$ cat config.mk
export PLATFORM = sky130hd
export DESIGN_NAME = vga_scanout
export DESIGN_NICKNAME = d
export VERILOG_FILES = /design/src/rtl/vga_scanout_pkg.sv /design/src/rtl/vga_timing.sv /design/src/rtl/vga_scanout.sv
export SDC_FILE = /design/constraint.sdc
export NUM_CORES = 1
export LEC_CHECK = 0
export BUFFER_PORTS_ARGS = -buffer_cell sky130_fd_sc_hd__buf_2
export CORE_AREA = 2 2 80 82
export CTS_CLUSTER_SIZE = 16
export DETAILED_ROUTE_END_ITERATION = 16
export DIE_AREA = 0 0 82 84
export PLACE_DENSITY = 0.73
export SLEW_MARGIN = 20
export SYNTH_ARGS = -nofsm -noshare
export SYNTH_HDL_FRONTEND = slang
export SYNTH_SLANG_ARGS = --single-unit
export TNS_END_PERCENT = 100
$ cat constraint.sdc
create_clock -name vclk -period 1.9 [get_ports vclk]
set_input_delay 0.095 -clock vclk [delete_from_list [all_inputs] [get_ports vclk]]
set_output_delay 0.095 -clock vclk [all_outputs]
set_load 0.1 [all_outputs]
$ cat src/rtl/vga_scanout_pkg.sv
// rtl/vga_scanout_pkg.sv - VGA timing, framebuffer geometry and pixel-format constants
package vga_scanout_pkg;

    localparam int VGA_H_ACTIVE  = 640;
    localparam int VGA_H_FP      = 16;
    localparam int VGA_H_SYNC    = 96;
    localparam int VGA_H_BP      = 48;
    localparam int VGA_V_ACTIVE  = 480;
    localparam int VGA_V_FP      = 10;
    localparam int VGA_V_SYNC    = 2;
    localparam int VGA_V_BP      = 33;
    localparam int VGA_IMG_X_OFF = 64;

    localparam int IMG_W      = 128;
    localparam int IMG_H      = 120;
    localparam int SCALE_LOG2 = 2;
    localparam int IMG_X_SPAN = IMG_W << SCALE_LOG2;

    localparam logic [1:0] VRAM_BASE = 2'b11;

    localparam int R_HI = 14;
    localparam int R_LO = 10;
    localparam int G_HI = 9;
    localparam int G_LO = 5;
    localparam int B_HI = 4;
    localparam int B_LO = 0;

    typedef struct packed {
        logic [4:0] r;
        logic [4:0] g;
        logic [4:0] b;
    } rgb_t;

    function automatic rgb_t word_to_rgb(input logic [14:0] w);
        rgb_t p;
        p.r = w[R_HI:R_LO];
        p.g = w[G_HI:G_LO];
        p.b = w[B_HI:B_LO];
        return p;
    endfunction

endpackage

$ cat src/rtl/vga_timing.sv
// rtl/vga_timing.sv - pixel/line counters with enable hold and stage-0 visible/sync decode
module vga_timing
    import vga_scanout_pkg::*;
#(
    parameter int H_ACTIVE = VGA_H_ACTIVE,
    parameter int H_FP     = VGA_H_FP,
    parameter int H_SYNC   = VGA_H_SYNC,
    parameter int H_BP     = VGA_H_BP,
    parameter int V_ACTIVE = VGA_V_ACTIVE,
    parameter int V_FP     = VGA_V_FP,
    parameter int V_SYNC   = VGA_V_SYNC,
    parameter int V_BP     = VGA_V_BP
) (
    input  logic       i_clk,
    input  logic       i_rst_n,
    input  logic       i_en,
    output logic [9:0] o_hcnt,
    output logic [9:0] o_vcnt,
    output logic       o_vis,
    output logic       o_hs,
    output logic       o_vs
);

    localparam logic [9:0] H_LAST   = 10'(H_ACTIVE + H_FP + H_SYNC + H_BP - 1);
    localparam logic [9:0] V_LAST   = 10'(V_ACTIVE + V_FP + V_SYNC + V_BP - 1);
    localparam logic [9:0] H_VIS    = 10'(H_ACTIVE);
    localparam logic [9:0] V_VIS    = 10'(V_ACTIVE);
    localparam logic [9:0] HS_START = 10'(H_ACTIVE + H_FP);
    localparam logic [9:0] HS_END   = 10'(H_ACTIVE + H_FP + H_SYNC);
    localparam logic [9:0] VS_START = 10'(V_ACTIVE + V_FP);
    localparam logic [9:0] VS_END   = 10'(V_ACTIVE + V_FP + V_SYNC);

    logic [9:0] r_hcnt;
    logic [9:0] r_vcnt;
    logic       w_hwrap;

    assign w_hwrap = (r_hcnt == H_LAST);

    always_ff @(posedge i_clk or negedge i_rst_n) begin
        if (!i_rst_n) begin
            r_hcnt <= '0;
            r_vcnt <= '0;
        end else if (i_en) begin
            r_hcnt <= w_hwrap ? 10'd0 : r_hcnt + 10'd1;
            if (w_hwrap) begin
                r_vcnt <= (r_vcnt == V_LAST) ? 10'd0 : r_vcnt + 10'd1;
            end
        end
    end

    // A disabled scan looks like blanking with both syncs idle.
    assign o_vis  = i_en && (r_hcnt < H_VIS) && (r_vcnt < V_VIS);
    assign o_hs   = !(i_en && (r_hcnt >= HS_START) && (r_hcnt < HS_END));
    assign o_vs   = !(i_en && (r_vcnt >= VS_START) && (r_vcnt < VS_END));
    assign o_hcnt = r_hcnt;
    assign o_vcnt = r_vcnt;

endmodule

$ cat src/rtl/vga_scanout.sv
// rtl/vga_scanout.sv - VGA scanout: VRAM address generation, 2-stage alignment pipe, colour mux
module vga_scanout
    import vga_scanout_pkg::*;
#(
    parameter int H_ACTIVE  = VGA_H_ACTIVE,
    parameter int H_FP      = VGA_H_FP,
    parameter int H_SYNC    = VGA_H_SYNC,
    parameter int H_BP      = VGA_H_BP,
    parameter int V_ACTIVE  = VGA_V_ACTIVE,
    parameter int V_FP      = VGA_V_FP,
    parameter int V_SYNC    = VGA_V_SYNC,
    parameter int V_BP      = VGA_V_BP,
    parameter int IMG_X_OFF = VGA_IMG_X_OFF
) (
    input  logic        vclk,
    input  logic        rst,
    input  logic        en,
    input  logic [14:0] border,
    output logic [15:0] vaddr,
    input  logic [15:0] vout,
    output logic        vga_hs,
    output logic        vga_vs,
    output logic [4:0]  vga_r,
    output logic [4:0]  vga_g,
    output logic [4:0]  vga_b,
    output logic        blank,
    output logic        frame_start
);

    localparam int         COL_W = $clog2(IMG_W);
    localparam int         ROW_W = $clog2(IMG_H);
    localparam logic [9:0] X_LO  = 10'(IMG_X_OFF);
    localparam logic [9:0] X_HI  = 10'(IMG_X_OFF + IMG_X_SPAN);

    logic [9:0]       w_hcnt;
    logic [9:0]       w_vcnt;
    logic [9:0]       w_hoff;
    logic             w_vis;
    logic             w_hs0;
    logic             w_vs0;
    logic             w_win;
    logic             w_first;
    logic [COL_W-1:0] w_col;
    logic [ROW_W-1:0] w_row;
    logic [15:0]      w_vaddr;
    rgb_t             w_pix;
    logic             w_unused_bits;

    logic [15:0] r_vaddr;
    logic        r_vis1, r_win1, r_hs1, r_vs1, r_fs1;
    logic        r_hs2, r_vs2, r_blank2, r_fs2;
    rgb_t        r_pix;

    vga_timing #(
        .H_ACTIVE (H_ACTIVE),
        .H_FP     (H_FP),
        .H_SYNC   (H_SYNC),
        .H_BP     (H_BP),
        .V_ACTIVE (V_ACTIVE),
        .V_FP     (V_FP),
        .V_SYNC   (V_SYNC),
        .V_BP     (V_BP)
    ) u_timing (
        .i_clk   (vclk),
        .i_rst_n (rst),
        .i_en    (en),
        .o_hcnt  (w_hcnt),
        .o_vcnt  (w_vcnt),
        .o_vis   (w_vis),
        .o_hs    (w_hs0),
        .o_vs    (w_vs0)
    );

    assign w_hoff  = w_hcnt - X_LO;
    assign w_col   = w_hoff[SCALE_LOG2 +: COL_W];
    assign w_row   = w_vcnt[SCALE_LOG2 +: ROW_W];
    assign w_win   = w_vis && (w_hcnt >= X_LO) && (w_hcnt < X_HI);
    assign w_first = w_vis && (w_hcnt == 10'd0) && (w_vcnt == 10'd0);

    // VRAM registers the address itself, so vaddr must be combinational to land data in stage 1.
    assign w_vaddr = w_win ? {VRAM_BASE, w_row, w_col} : r_vaddr;
    assign vaddr   = w_vaddr;

    assign w_unused_bits = &{1'b0, vout[15], w_hoff[9], w_hoff[1:0], w_vcnt[9], w_vcnt[1:0]};

    always_ff @(posedge vclk or negedge rst) begin
        if (!rst) begin
            r_vaddr <= {VRAM_BASE, 14'd0};
            r_vis1  <= 1'b0;
            r_win1  <= 1'b0;
            r_hs1   <= 1'b1;
            r_vs1   <= 1'b1;
            r_fs1   <= 1'b0;
        end else begin
            r_vaddr <= w_vaddr;
            r_vis1  <= w_vis;
            r_win1  <= w_win;
            r_hs1   <= w_hs0;
            r_vs1   <= w_vs0;
            r_fs1   <= w_first;
        end
    end

    always_comb begin
        w_pix = '0;
        if (r_vis1) begin
            w_pix = r_win1 ? word_to_rgb(vout[14:0]) : rgb_t'(border);
        end
    end

    always_ff @(posedge vclk or negedge rst) begin
        if (!rst) begin
            r_pix    <= '0;
            r_hs2    <= 1'b1;
            r_vs2    <= 1'b1;
            r_blank2 <= 1'b1;
            r_fs2    <= 1'b0;
        end else begin
            r_pix    <= w_pix;
            r_hs2    <= r_hs1;
            r_vs2    <= r_vs1;
            r_blank2 <= !r_vis1;
            r_fs2    <= r_fs1;
        end
    end

    assign vga_r       = r_pix.r;
    assign vga_g       = r_pix.g;
    assign vga_b       = r_pix.b;
    assign vga_hs      = r_hs2;
    assign vga_vs      = r_vs2;
    assign blank       = r_blank2;
    assign frame_start = r_fs2;

endmodule

# Word level (Yosys, flattened, before mapping)
# Index checks and enable logic that the tools add are counted.
# op_classes
add_sub_neg	3
n_mul	0
div_mod_pow	0
magnitude_cmp	8
eq_ne	2
n_shift	0
mux	5
bitwise	0
n_reduce_logical	16
# op_table
cell	n
$lt A10 B10 Y1 const B	3
$mux W15	2
$add A10 B1 Y10 const B	2
$eq A10 B10 Y1 const B	2
$logic_not A10 Y1	2
$lt A10 B9 Y1 const B	2
$mux W10	2
$mux W16	1
$ge A10 B10 Y1 const B	1
$ge A10 B7 Y1 const B	1
$ge A10 B9 Y1 const B	1
$logic_and A1 B1 Y1	10
$sub A9 B7 Y9 const B	1
$logic_not A1 Y1	3
$reduce_and A2 Y1	1
# totals
ff_bits	60
latch_bits	0
ramBits	0
romBits	0
inputBits	34
output_inout_bits	35
word_cells	49
n_memories	0

# Logic depth before layout (Yosys ltp)
# Gate-level depths: netlist of the first run.
# depth
depth_word	6
ltp_mapped	7
mapped_depth_nobuf	6

# Cells and area by module
# Synthesis of the first run repeated with hierarchy kept, for this count alone.
# unflattened
hier_cells	226
area_unflattened_um2	2691.3
# modules_own_cells
mod	n_inst	cells_per_inst	area_per_inst_um2
vga_scanout	1	115	1579.0
vga_timing	1	111	1112.3

# Worst setup path after synthesis of the first run
# OpenSTA, ideal clock, no wires.
# synth_timing
path_type	reg2reg
startpoint	register u_timing.r_hcnt[7], in the netlist u_timing.o_hcnt[7]
endpoint	register r_vaddr[5]
arrival_ps	2941
required_time_ps	1607
path_slack_ps	-1335
stages_incl_launch_ff	8
n_path_buf	2
period_less_slack_ps	3235
path_cell_list	dfrtp_1 > inv_1 > ha_1 > a21boi_0 > a311o_1 > buf_6 > buf_12 > mux2i_1
# synth_via
elab_chain_cells	6
word_cells_on_any_way	9
# synth_rtl
element	line_no	source
start: declaration	vga_timing.sv:33	logic [9:0] r_hcnt;
start signal: assignment	vga_timing.sv:44	r_hcnt <= w_hwrap ? 10'd0 : r_hcnt + 10'd1;
$lt A10 B10 Y1	vga_timing.sv:52	assign o_vis = i_en && (r_hcnt < H_VIS) && (r_vcnt < V_VIS);
$logic_and A1 B1 Y1 (2 in a row)	vga_timing.sv:52	
$logic_and A1 B1 Y1 (2 in a row)	vga_scanout.sv:77	assign w_win = w_vis && (w_hcnt >= X_LO) && (w_hcnt < X_HI);
$mux W16 (*)	vga_scanout.sv:81	assign w_vaddr = w_win ? {VRAM_BASE, w_row, w_col} : r_vaddr;
via vaddr[5]	vga_scanout.sv:19	output logic [15:0] vaddr,
end signal: assignment	vga_scanout.sv:88	r_vaddr <= {VRAM_BASE, 14'd0};
end signal: assignment	vga_scanout.sv:95	r_vaddr <= w_vaddr;
end: declaration	vga_scanout.sv:49	logic [15:0] r_vaddr;
# Mark *: on every way through the listed nets, which the timed path passes. The rest lies on a longest branch.
# A chain may end at the register's enable or synchronous reset.

# Final worst setup path of the first run
# layout_timing
startpoint	register u_timing.r_hcnt[7], in the netlist u_timing.o_hcnt[7]
endpoint	output vaddr[11]
# layout_via
elab_chain_cells	6
word_cells_on_any_way	8
# layout_rtl
element	line_no
$lt A10 B10 Y1	vga_timing.sv:52
$logic_and A1 B1 Y1 (2 in a row)	vga_timing.sv:52
$logic_and A1 B1 Y1	vga_scanout.sv:77
$logic_and A1 B1 Y1 (*)	vga_scanout.sv:77
$mux W16 (*)	vga_scanout.sv:81
end: declaration	vga_scanout.sv:19
# Every way passes the cells marked *; elsewhere a longest branch is shown, timed or not.

==> impl_results.md, run 1 <==
- Diode count: 0
- Initial antenna violation count: 0
- Final setup violation count: 16
- Final ANT Viol Nets: 0
- DRC viols: 0
- Worst Skew: 0.006049 ns
- Register clock-pin slew on the reported worst setup and hold paths: 0.07 ns
- Post-Place Setup Slack: 0.005466 ns
- Clk_lat worst skew: 0.33 ns
- Fin area: 3865 um2
- Bufs on Longest Clock Path: 2
- Violated checks: negative setup slack
- Worst VDD drop: 0.5967 mV
- Vias in the first global route: 2003
- Die ar.: 6888 um2
- H-tree Lvls: 3
- First-pass GRT wire length: 8666 um
- CTS root buffer: clkbuf_8
- Max Slew Vio Count: 0
- R2r endpoint: u_timing.o_vcnt[1]$_DFFE_PN0P_
- Post-synth top area cell: dfrtp_1
- Critical path class: flip-flop to output port
- Post-Synthesis Net Count: 280
- Flop-to-flop setup slack: 0.08 ns
- DR vias: 2101
- Fmax: 448.8 MHz
- Die width: 82 um
- R2R cell count: 9
- Final period util: 117.3%
- Cell count after synthesis: 237
- IO Count: 69
- P&R area growth vs syn: 41.50%
- RSZ-0062 raised after global routing: true
- GPL Wtd Cong: 0.8954
- CTS Sinks: 60
- Startpoint Class: flip-flop
- Top_reg_cell synth: dfrtp_1
- Setup WS post-layout: -0.3282 ns
- Post-synthesis sequential area ratio: 55.29%
- Iter 0 DRT Violations: 78
- Synth unique cells: 41
- Worst hold start: border[1]
- TNS Setup: -4.833 ns
- Worst Tran Pin Value: 0.4930 ns
- Final Hold Viols: 0
- Share of cells above drive strength 1: 44.21%
- Outcome: complete, but fails checks
- GRT Util Overall: 16.69%
- Required @ worst endpoint: 1.80 ns
- Area fraction of the dominant cell type after synthesis: 48.56%
- Total gr overflow: 0
- Core area: 6096 um2
- PortBufs: 67
- Via-to-Cell Ratio: 5.075
- Most common cell in the netlist: dfrtp_1
- Worst Path Max Fanout: 11
- Synthesis Warnings: 0
- Fillers: 464
- R2R Path Start: u_timing.o_hcnt[6]$_DFFE_PN0P_
- Worst EP arrival: 2.13 ns
- Worst hold path type: input pin to flip-flop
- Hold path depth: 3
- Synth Cell Area: 2731 um2
- Row count: 29
- CTS tree: yes
- Leak pwr: 1.891 nW
- Initial Utilization: 44.81%
- Inserted Clock Buffers: 9
- Top cells by area, synth: dfrtp_1, dfstp_2, mux2i_1, ha_1, mux2_4
- Post-Syn Area per Cell: 11.52 um2
- Number of nets in the layout: 375
- Fraction of registers with async set or reset after synthesis: 100.0%
- PD cells: 812.0 nW/um2
- Die Y: 84 um
- Minimum clock period: 2.228 ns
- EDFF count, synth: 0
- Placed cell areas: 3535 um2
- Post-DP HPWL: 3933 um
- Routed len/inst: 13.00 um
- Drt pass-1 iters: 4
- Post-synth top cells: dfrtp_1, nor2_1, mux2i_1
- Total power: 3.138 mW
- Register bit total from synthesis: 60
- Relative slew slack: 67.13%
- Max Cap Viol: 0
- Pin count of the biggest net entering global routing: 40
- Worst hold slack: 0.01156 ns
- WHS Endpoint: vga_b[1]$_DFF_PN0_
- WL final: 5380 um
- Crit. End Element: output port
==> what timing repair did <==
| item | in CTS | in global routing |
|---|---|---|
| hold buffers | 1 | 0 |
| buffers inserted | 4 | 2 |
| endpoints found under the hold margin | 19 | 0 |
| endpoints found under the setup margin | 16 | 25 |
| pin swaps | 0 | 1 |
| gates resized for setup | 1 | 13 |
==> layer usage <==
metal | part of all wire [%] | vias to the layer above | track usage [%]
li1 | - | 1018 | -
met1 | 42 | 994 | 20.19
met2 | 47 | 78 | 25.72
met3 | 8.9 | 11 | 6.061
met4 | 1.9 | 0 | 8.636
met5 | 0 | - | 0
==> sequential cells by signal (all words and copies together), names as in the netlist, 5 cells and up <==
name	cells
r_vaddr	16
u_timing.o_hcnt	10
u_timing.o_vcnt	10
vga_b	5
vga_g	5
vga_r	5
==> power by group <==
part	switching, mW	leakage [nW]	internal [mW]	total (mW)
logic	0.279	1.00	0.238	0.517
registers	0.0495	0.776	1.34	1.39
clock network	0.461	0.113	0.767	1.23
total	0.790	1.89	2.35	3.14
==> worst max-delay path by stage <==
| stage | startpoint | to | slack [ns] | cells after the start |
|---|---|---|---|---|
| 2_1_floorplan | u_timing.o_hcnt[7]$_DFFE_PN0P_ | r_vaddr[5]$_DFF_PN0_ | -0.27 | 7 |
| 4_1_cts | u_timing.o_hcnt[7]$_DFFE_PN0P_ | vaddr[10] | -0.33 | 7 |
| 5_1_grt | u_timing.o_hcnt[7]$_DFFE_PN0P_ | vaddr[13] | -0.41 | 7 |
| 6_report | u_timing.o_hcnt[7]$_DFFE_PN0P_ | vaddr[11] | -0.33 | 7 |
| 3_3_place_gp | u_timing.o_hcnt[7]$_DFFE_PN0P_ | vaddr[13] | 0.05 | 7 |
| 3_5_place_dp | u_timing.o_hcnt[7]$_DFFE_PN0P_ | vaddr[11] | 0.005 | 7 |
==> critical path: stages, from the launching register on <==
cell and delay (ns):
dfrtp_1 0.41, inv_2 0.12, ha_4 0.16, a21boi_1 0.06, a311o_1 0.37, buf_12 0.18, mux2_4 0.32, buf_12 0.17
==> placed cells by master, fill, tap and decap left out, types with 3 or more instances in the layout <==
cell,n
nand4_1,5
buf_12,18
clkinv_2,3
and3_1,3
o31ai_2,3
inv_1,8
xnor2_1,3
a31oi_1,4
nand3_1,12
buf_4,25
buf_2,51
mux2i_1,17
mux2_2,7
clkbuf_8,10
dfstp_2,7
o21ai_0,15
inv_2,4
dfrtp_1,53
ha_1,7
nand2_1,13
nor2_1,23
mux2_4,6
==> per-stage QoR <==
| step | cells | utilization, % |
|---|---|---|
| floorplan | 237 | - |
| global placement | 391 | 57.98 |
| detailed placement | 391 | 57.98 |
| CTS | 412 | 62.32 |
| global route | 414 | 63.40 |
| finish | 414 | 63.40 |
==> logic make-up after synthesis <==
family                     synth area share [%]
and+or+nand+nor                           13.42
AOI/OAI and AO/OA                         7.880
buffers and inverters                     4.901
adders and majority gates                 4.123
xor gates and xnor gates                  1.604
muxes                                     12.78
DFF                                       55.29
==> final cells by class <==
| type | instances | area [um2] | share of cell area (%) |
|---|---|---|---|
| clock buffer | 11 | 141.4 | 3.658 |
| inverter | 12 | 45.04 | 1.165 |
| timing repair buffer | 96 | 824.5 | 21.33 |
| tap | 77 | 96.34 | 2.493 |
| multi-input combinational | 153 | 1172 | 30.33 |
| clock inverter | 5 | 75.07 | 1.942 |
| sequential | 60 | 1510 | 39.07 |
Note: power is estimated with default switching activity, not from simulation.
==> run 2, diff against run 1 <==
CORE_AREA = 2 2 79 81   (was 2 2 80 82)
DIE_AREA = 0 0 81 83   (was 0 0 82 84)
PLACE_DENSITY = 0.74   (was 0.73)
SYNTH_HIERARCHICAL = 1   (was not set)
==> impl_results.md, run 2 <==
- Outcome: complete, but fails checks
- Most common cell after layout, fill and taps aside: dfrtp_1
- Pin count of the biggest net entering global routing: 61 (+53%)
- Register clock-pin slew on the reported worst setup and hold paths: 0.06 ns (about the same)
- Startpoint Class: flip-flop
- Number of nets in the layout: 400 (+6.7%)
- IO Count: 69 (unchanged)
- Diode count: 0 (unchanged)
- Fillers: 384 (-17%)
- Bufs on Longest Clock Path: 2 (unchanged)
- Post-synth top area cell: dfrtp_1
- Largest register FFs: 16 (unchanged)
- Worst Path Max Fanout: 4 (-7)
- EDFF count, synth: 0 (unchanged)
- Required @ worst endpoint: 1.80 ns (about the same)
- Most common cell in the netlist: dfrtp_1
- Share of cells above drive strength 1: 52.05% (+7.8 points)
- TNS Setup: -8.959 ns (-4.126 ns)
- Leak pwr: 2.062 nW (+9.1%)
- Vias in the first global route: 2197 (+9.7%)
- Post-Synthesis Net Count: 266 (-5.0%)
- Max Cap Viol: 0 (unchanged)
- CTS tree: yes
- CP max stage cell: dfrtp_1
- Die ar.: 6723 um2 (-2.4%)
- Synthesis Warnings: 6 (+6)
- Worst EP arrival: 2.33 ns (+0.20 ns)
- Fmax: 413.2 MHz (-7.9%)
- Top cells by area, synth: dfrtp_1, dfstp_2, mux2i_1, nor2_1, mux2_2
- GRT Util Overall: 19.93% (+3.2 points)
- Core area: 5816 um2 (-4.6%)
- Worst hold slack: 0.01815 ns (+0.006596 ns)
- Final period util: 127.4% (+10 points)
- Register bit total from synthesis: 60 (unchanged)
- Post-Syn Area per Cell: 11.91 um2 (+3.3%)
- DRC viols: 0 (unchanged)
- Top_reg_cell synth: dfrtp_1
- DR vias: 2263 (+7.7%)
- Post-synthesis sequential area ratio: 56.11% (+0.82 points)
- Initial Utilization: 46.28% (+1.5 points)
- Crit. End Element: output port
- Synth unique cells: 48 (+17%)
- RSZ-0062 raised after global routing: true
- H-tree Lvls: 3 (unchanged)
- Area fraction of the dominant cell type after synthesis: 49.28% (+0.72 points)
- Minimum clock period: 2.420 ns (+0.1920 ns)
- Post-DP HPWL: 4334 um (+10%)
- Inserted Clock Buffers: 9 (unchanged)
- Worst Tran Pin Value: 0.4961 ns (+0.003125 ns)
- Violated checks: negative setup slack
- CTS root buffer: clkbuf_8
- Die width: 81 um (-1.2%)
- WL final: 6638 um (+23%)
- Most flops, register: r_vaddr
- Worst hold path type: input pin to flip-flop
- Most frequent cells in the layout: dfrtp_1, buf_2, buf_4, nor2_1, buf_12
- Row count: 28 (-3.4%)
- Iter 0 DRT Violations: 84 (+7.7%)
- GPL Wtd Cong: 0.8566 (-4.3%)
- Final ANT Viol Nets: 0 (unchanged)
- Total gr overflow: 0 (unchanged)
- Final cell count without fillers: 440 (+6.3%)
- Crit-path cells: inv_2, ha_4, or3b_4, a31oi_4, nor2b_4, buf_6, buf_6, mux2_4, buf_12
- Worst VDD drop: 0.9629 mV (+61%)
- Final setup violation count: 36 (+20)
- Initial antenna violation count: 0 (unchanged)
- Die Y: 83 um (-1.2%)
- Worst Skew: 0.009531 ns (+0.003482 ns)
- Max Slew Vio Count: 0 (unchanged)
- Worst path max stage delay: 0.40 ns (about the same)
- Cell count after synthesis: 226 (-4.6%)
- Final Hold Viols: 0 (unchanged)
- Placed cell areas: 3618 um2 (+2.4%)
- Routed len/inst: 15.09 um (+16%)
- Fraction of registers with async set or reset after synthesis: 100.0% (unchanged)
- Placed Cells incl. Taps: 404 (+3.3%)
- P&R area growth vs syn: 59.51%
- Synth Cell Area: 2691 um2 (-1.5%)
- Critical path class: flip-flop to output port
- Setup WS post-layout: -0.5202 ns (-0.1920 ns)
- Drt pass-1 iters: 4 (unchanged)
- Worst path most repeated cell: buf_6
- Reg area: 1510 um2 (unchanged)
- Via-to-Cell Ratio: 5.143 (+1.3%)
- Post-synth top cells: dfrtp_1, nor2_1, mux2i_1
- Clk_lat worst skew: 0.33 ns (about the same)
- Multi-input gate area: 1300 um2 (+11%)
- Final design utilization: 73.82% (+10 points)
- PD cells: 992.3 nW/um2 (+22%)
- First-pass GRT wire length: 10180 um (+18%)
- Total power: 4.260 mW (+36%)
- Post-Place Setup Slack: -0.2939 ns (-0.2994 ns)
- Fin area: 4293 um2 (+11%)
- Relative slew slack: 67.15% (about the same)
- CTS Sinks: 60 (unchanged)
- PortBufs: 67 (unchanged)
[run 2: changes by cell type after synthesis, moves of 4 or more]
cell and change:
xnor2_1 +5, o21ai_0 -9, nand2_1 -5, nor2b_1 +5
o31ai_1 -4, a31oi_1 -4
[run 2: metal layers]
metal | GRT usage [%] | part of all wire, %
met1 | 24.80 | 41
met2 | 32.01 | 50
met3 | 6.630 | 8.1
met4 | 7.242 | 0.86
met5 | 0 | 0
[run 2: area by class of cell]
class	instances	share of cell area [%]
clock inverters	4	0.5829
repair buffers	131	27.19
well taps	75	2.186
clock buffers	12	3.614
inverters	11	0.9618
multi-input cells	147	30.28
flip-flops and latches	60	35.18
[run 2: worst paths after layout]
kind                       cells after the start                            from                             end  slack [ns]
max                                            9  u_timing/o_hcnt[7]$_DFFE_PN0P_                       vaddr[13]       -0.52
min                                            3                      border[14]              vga_r[4]$_DFF_PN0_        0.02
max reg2reg                                    6  u_timing/o_hcnt[7]$_DFFE_PN0P_  u_timing/o_hcnt[9]$_DFFE_PN0P_       -0.25
min reg2reg                                    0                 r_fs1$_DFF_PN0_           frame_start$_DFF_PN0_        0.35
max in group asynchronous                      3                             rst                 r_vs1$_DFF_PN1_        1.30
min in group asynchronous                      3                             rst              vga_b[3]$_DFF_PN0_        0.30
[run 2: critical path: cells and delay by family, from the launching register on]
family	cells	cell delay, ns
AOI/OAI and AO/OA	1	0.17
adders and majority gates	1	0.13
buffers and inverters	4	0.51
DFF	1	0.40
muxes	1	0.32
and+or+nand+nor	2	0.46
[run 2: logic make-up (layout without fill, tap and decap cells)]
group                      Yosys count  after routing  synth area share [%]
and+or+nand+nor                     82             82                 17.34
DFF                                 60             60                 56.11
muxes                               27             27                 10.93
AOI/OAI and AO/OA                   21             21                 5.626
buffers and inverters               19            158                 3.626
xor gates and xnor gates            11             11                 3.580
adders and majority gates            6              6                 2.789
[run 2: power by group]
part,total [mW],internal (mW),switching [mW]
Clock,1.02,0.539,0.479
Combinational,1.75,0.669,1.08
Sequential,1.49,1.42,0.0717
Total,4.26,2.63,1.63
[run 2: what timing repair did]
item | CTS | global route
hold endpoints to repair | 53 | 0
setup buffers | 14 | 14
setup endpoints to repair | 34 | 45
pin swaps | 10 | 14
resized for setup | 50 | 31
hold buffers | 1 | 0
==> run 3, diff against run 2 <==
ABC_AREA = 1   (was not set)
CORE_AREA = 2 2 80 82   (was 2 2 79 81)
DIE_AREA = 0 0 82 84   (was 0 0 81 83)
==> impl_results.md, run 3 <==
- Share of cells above drive strength 1: 43.71% (-8.3 points)
- Final setup violation count: 16 (-56%)
- Vias in the first global route: 2521 (+15%)
- Number of nets in the layout: 472 (+18%)
- Outcome: complete, but fails checks
- Core area: 6096 um2 (+4.8%)
- Violated checks: negative setup slack
- Startpoint Class: flip-flop
- Most common cell after layout, fill and taps aside: nor2_1
- CTS root buffer: clkbuf_8
- Net load switching power: 2.981 mW (+83%)
- Die width: 82 um (+1.2%)
- Final cell count without fillers: 514 (+17%)
- Crit-path cells: o21a_1, nor4_4, a21boi_4, buf_6, nand2_8, nand2_4, nand2_4, buf_12
- RSZ-0062 raised after global routing: true
- TNS Setup: -4.209 ns (+4.750 ns)
- Leak pwr: 2.240 nW (+8.6%)
- Fraction of registers with async set or reset after synthesis: 100.0% (unchanged)
- GPL Wtd Cong: 0.8405 (-1.9%)
- Pin count of the biggest net entering global routing: 25 (-59%)
- IO Count: 69 (unchanged)
- PortBufs: 67 (unchanged)
- Register clock-pin slew on the reported worst setup and hold paths: 0.07 ns (about the same)
- Synth unique cells: 35 (-27%)
- Sequential Power Share: 27.6% (-7.5 points)
- Post-Syn Area per Cell: 8.770 um2 (-26%)
- Final design utilization: 71.92% (-1.9 points)
- Initial antenna violation count: 0 (unchanged)
- Post-synthesis sequential area ratio: 53.81% (-2.3 points)
- Top_reg_cell synth: dfrtp_1
- EDFF count, synth: 0 (unchanged)
- DRC viols: 0 (unchanged)
- First-pass GRT wire length: 11280 um (+11%)
- Hold path depth: 3 (unchanged)
- Final ANT Viol Nets: 0 (unchanged)
- Most flops, register: r_vaddr
- GRT Util Overall: 21.64% (+1.7 points)
- Clock share of power: 18.7% (-5.2 points)
- H-tree Lvls: 3 (unchanged)
- Top cells by area, synth: dfrtp_1, nand2_1, nor2_1, dfstp_2, o21ai_0
- Stages on worst setup path: 8 (-1)
- Max Slew Vio Count: 0 (unchanged)
- Synthesis Warnings: 6 (unchanged)
- Post-synth top area cell: dfrtp_1
- Row count: 29 (+3.6%)
- Switching share of total power: 47.68% (+9.5 points)
- Area fraction of the dominant cell type after synthesis: 47.26% (-2.0 points)
- Worst EP arrival: 2.09 ns (-0.24 ns)
- WL final: 7305 um (+10%)
- Drt pass-1 iters: 4 (unchanged)
- Synth Cell Area: 2806 um2 (+4.3%)
- Worst hold slack: 0.003147 ns (-0.01501 ns)
- Most frequent cells in the layout: nor2_1, dfrtp_1, buf_2, nand2_1, inv_1
- Combinational power share: 53.7% (+13 points)
- Max Cap Viol: 0 (unchanged)
- Minimum clock period: 2.181 ns (-0.2389 ns)
- Post-DP HPWL: 4572 um (+5.5%)
- Initial Utilization: 46.04% (-0.24 points)
- Bufs on Longest Clock Path: 2 (unchanged)
- Routed len/inst: 14.21 um (-5.8%)
- Worst Path Max Fanout: 8 (+4)
- Inserted Clock Buffers: 9 (unchanged)
- CTS tree: yes
- Worst Tran Pin Value: 0.5222 ns (+0.02604 ns)
- Worst hold path type: input pin to flip-flop
- Cell count after synthesis: 320 (+42%)
- CP max stage cell: dfrtp_1
- Diode count: 0 (unchanged)
- Crit. End Element: output port
- Post-Synthesis Net Count: 360 (+35%)
- CP top delay family: compound AO/OA/AOI/OAI gates
- Worst VDD drop: 1.018 mV (+5.7%)
- Worst path max stage delay: 0.39 ns (about the same)
- Most common cell in the netlist: nand2_1
- Register bit total from synthesis: 60 (unchanged)
- Int Pwr: 3.271 mW (+24%)
- Clk_lat worst skew: 0.34 ns (about the same)
- DR vias: 2557 (+13%)
- Largest register FFs: 16 (unchanged)
- Setup WS post-layout: -0.2813 ns (+0.2389 ns)
- Die Y: 84 um (+1.2%)
- Required @ worst endpoint: 1.80 ns (about the same)
- PD cells: 1426 nW/um2 (+44%)
- Total power: 6.252 mW (+47%)
- R2R cell count: 8 (+2)
- Final period util: 114.8% (-13 points)
- Post-synth top cells: nand2_1, nor2_1, dfrtp_1
- Final Hold Viols: 0 (unchanged)
- Worst path most repeated cell: nand2_4
- Relative slew slack: 65.19% (-2.0 points)
- Placed Cells incl. Taps: 475 (+18%)
- Fmax: 458.4 MHz (+11%)
- Buf+Inv Stages, Crit Path: 2 (-2)
- Total gr overflow: 0 (unchanged)
- Critical path class: flip-flop to output port
- Die ar.: 6888 um2 (+2.5%)
- Via-to-Cell Ratio: 4.975 (-3.3%)
- Worst Skew: 0.01031 ns (+0.0007836 ns)
- CTS Sinks: 60 (unchanged)
- Iter 0 DRT Violations: 107 (+27%)
- P&R area growth vs syn: 56.22%
==> run 3: cell count changes in the layout (fill, tap and decap cells not counted), sizes merged, moves of 4 or more <==
cell / before / now
buf: 130 / 100
dlygate4sd3: 1 / 8
inv: 11 / 31
mux2: 10 / 0
mux2i: 17 / 0
nand2: 9 / 72
nand3: 10 / 25
nor2: 22 / 63
nor2b: 5 / 0
o21ai: 8 / 27
xnor2: 8 / 1
xor2: 3 / 7
==> run 3: what timing repair did <==
action | CTS | global route
cloned | 2 | 0
hold buffers | 8 | 0
gates resized for setup | 39 | 26
hold endpoints to repair | 25 | 0
pin swaps | 9 | 12
buffers inserted | 11 | 2
setup endpoints to repair | 16 | 16
==> run 3: final cells by class <==
type                    count  area [um2]
repair buffers            108       938.4
fillers                   386        1712
well taps                  77       96.34
clock buffers              12       155.1
flip-flops and latches     60        1510
clock inverters             4       47.55
inverters                  31       116.4
multi-input cells         222        1520
==> run 3: worst reg2reg max path, stage by stage, from the launching register on <==
cell and delay, ns:
dfrtp_1 0.39, o21a_1 0.20, nor4_4 0.24, a21boi_4 0.32
buf_6 0.17, nand2_8 0.11, nand2_4 0.09, nand2_4 0.06
buf_4 0.13
==> run 3: through the flow <==
stage | cell area (um2) | setup slack, ns
after global routing | 4384 | -0.3810
after detailed placement | 3686 | 0.1375
after CTS | 4254 | -0.1867
after floorplan | 2923 | -0.06457
final | 4384 | -0.2813
after global placement | 3686 | 0.1741
==> run 3: kinds of logic after synthesis <==
group	after synthesis	share of synthesized area [%]
simple gates	174	27.46
buf+inv	40	6.241
flops	60	53.81
fa+ha+maj	6	2.675
compound gates	32	6.777
xor+xnor	8	3.032
==> run 3: layer usage <==
layer | global-route usage, % | up-vias | wire length [um]
met5 | 0 | - | 0
met4 | 11.06 | 0 | 146
met3 | 4.978 | 18 | 397
met2 | 35.92 | 88 | 3669
met1 | 25.68 | 1211 | 3092
li1 | - | 1240 | -
==> run 3: path summary, 6_finish.rpt <==
| check | endpoint | start | slack [ns] |
|---|---|---|---|
| worst max register to register | r_vaddr[2]$_DFF_PN0_ | u_timing/o_hcnt[7]$_DFFE_PN0P_ | 0.08 |
| worst min register to register | frame_start$_DFF_PN0_ | r_fs1$_DFF_PN0_ | 0.36 |
| min in group asynchronous | vga_r[4]$_DFF_PN0_ | rst | 0.26 |
| max in group asynchronous | vga_hs$_DFF_PN1_ | rst | 0.92 |
| worst min-delay path | vga_g[3]$_DFF_PN0_ | vout[8] | 0.003 |
| worst max-delay path | vaddr[2] | u_timing/o_hcnt[7]$_DFFE_PN0P_ | -0.28 |
==> run 3: power by group through the flow <==
stage	Clock (mW)	Combinational (mW)	Sequential, mW
floorplan	0	1.47	2.22
global placement	0	2.82	1.68
detailed placement	0	2.86	1.69
CTS	1.18	3.18	1.69
global route	1.25	3.50	1.75
finish	1.17	3.36	1.72
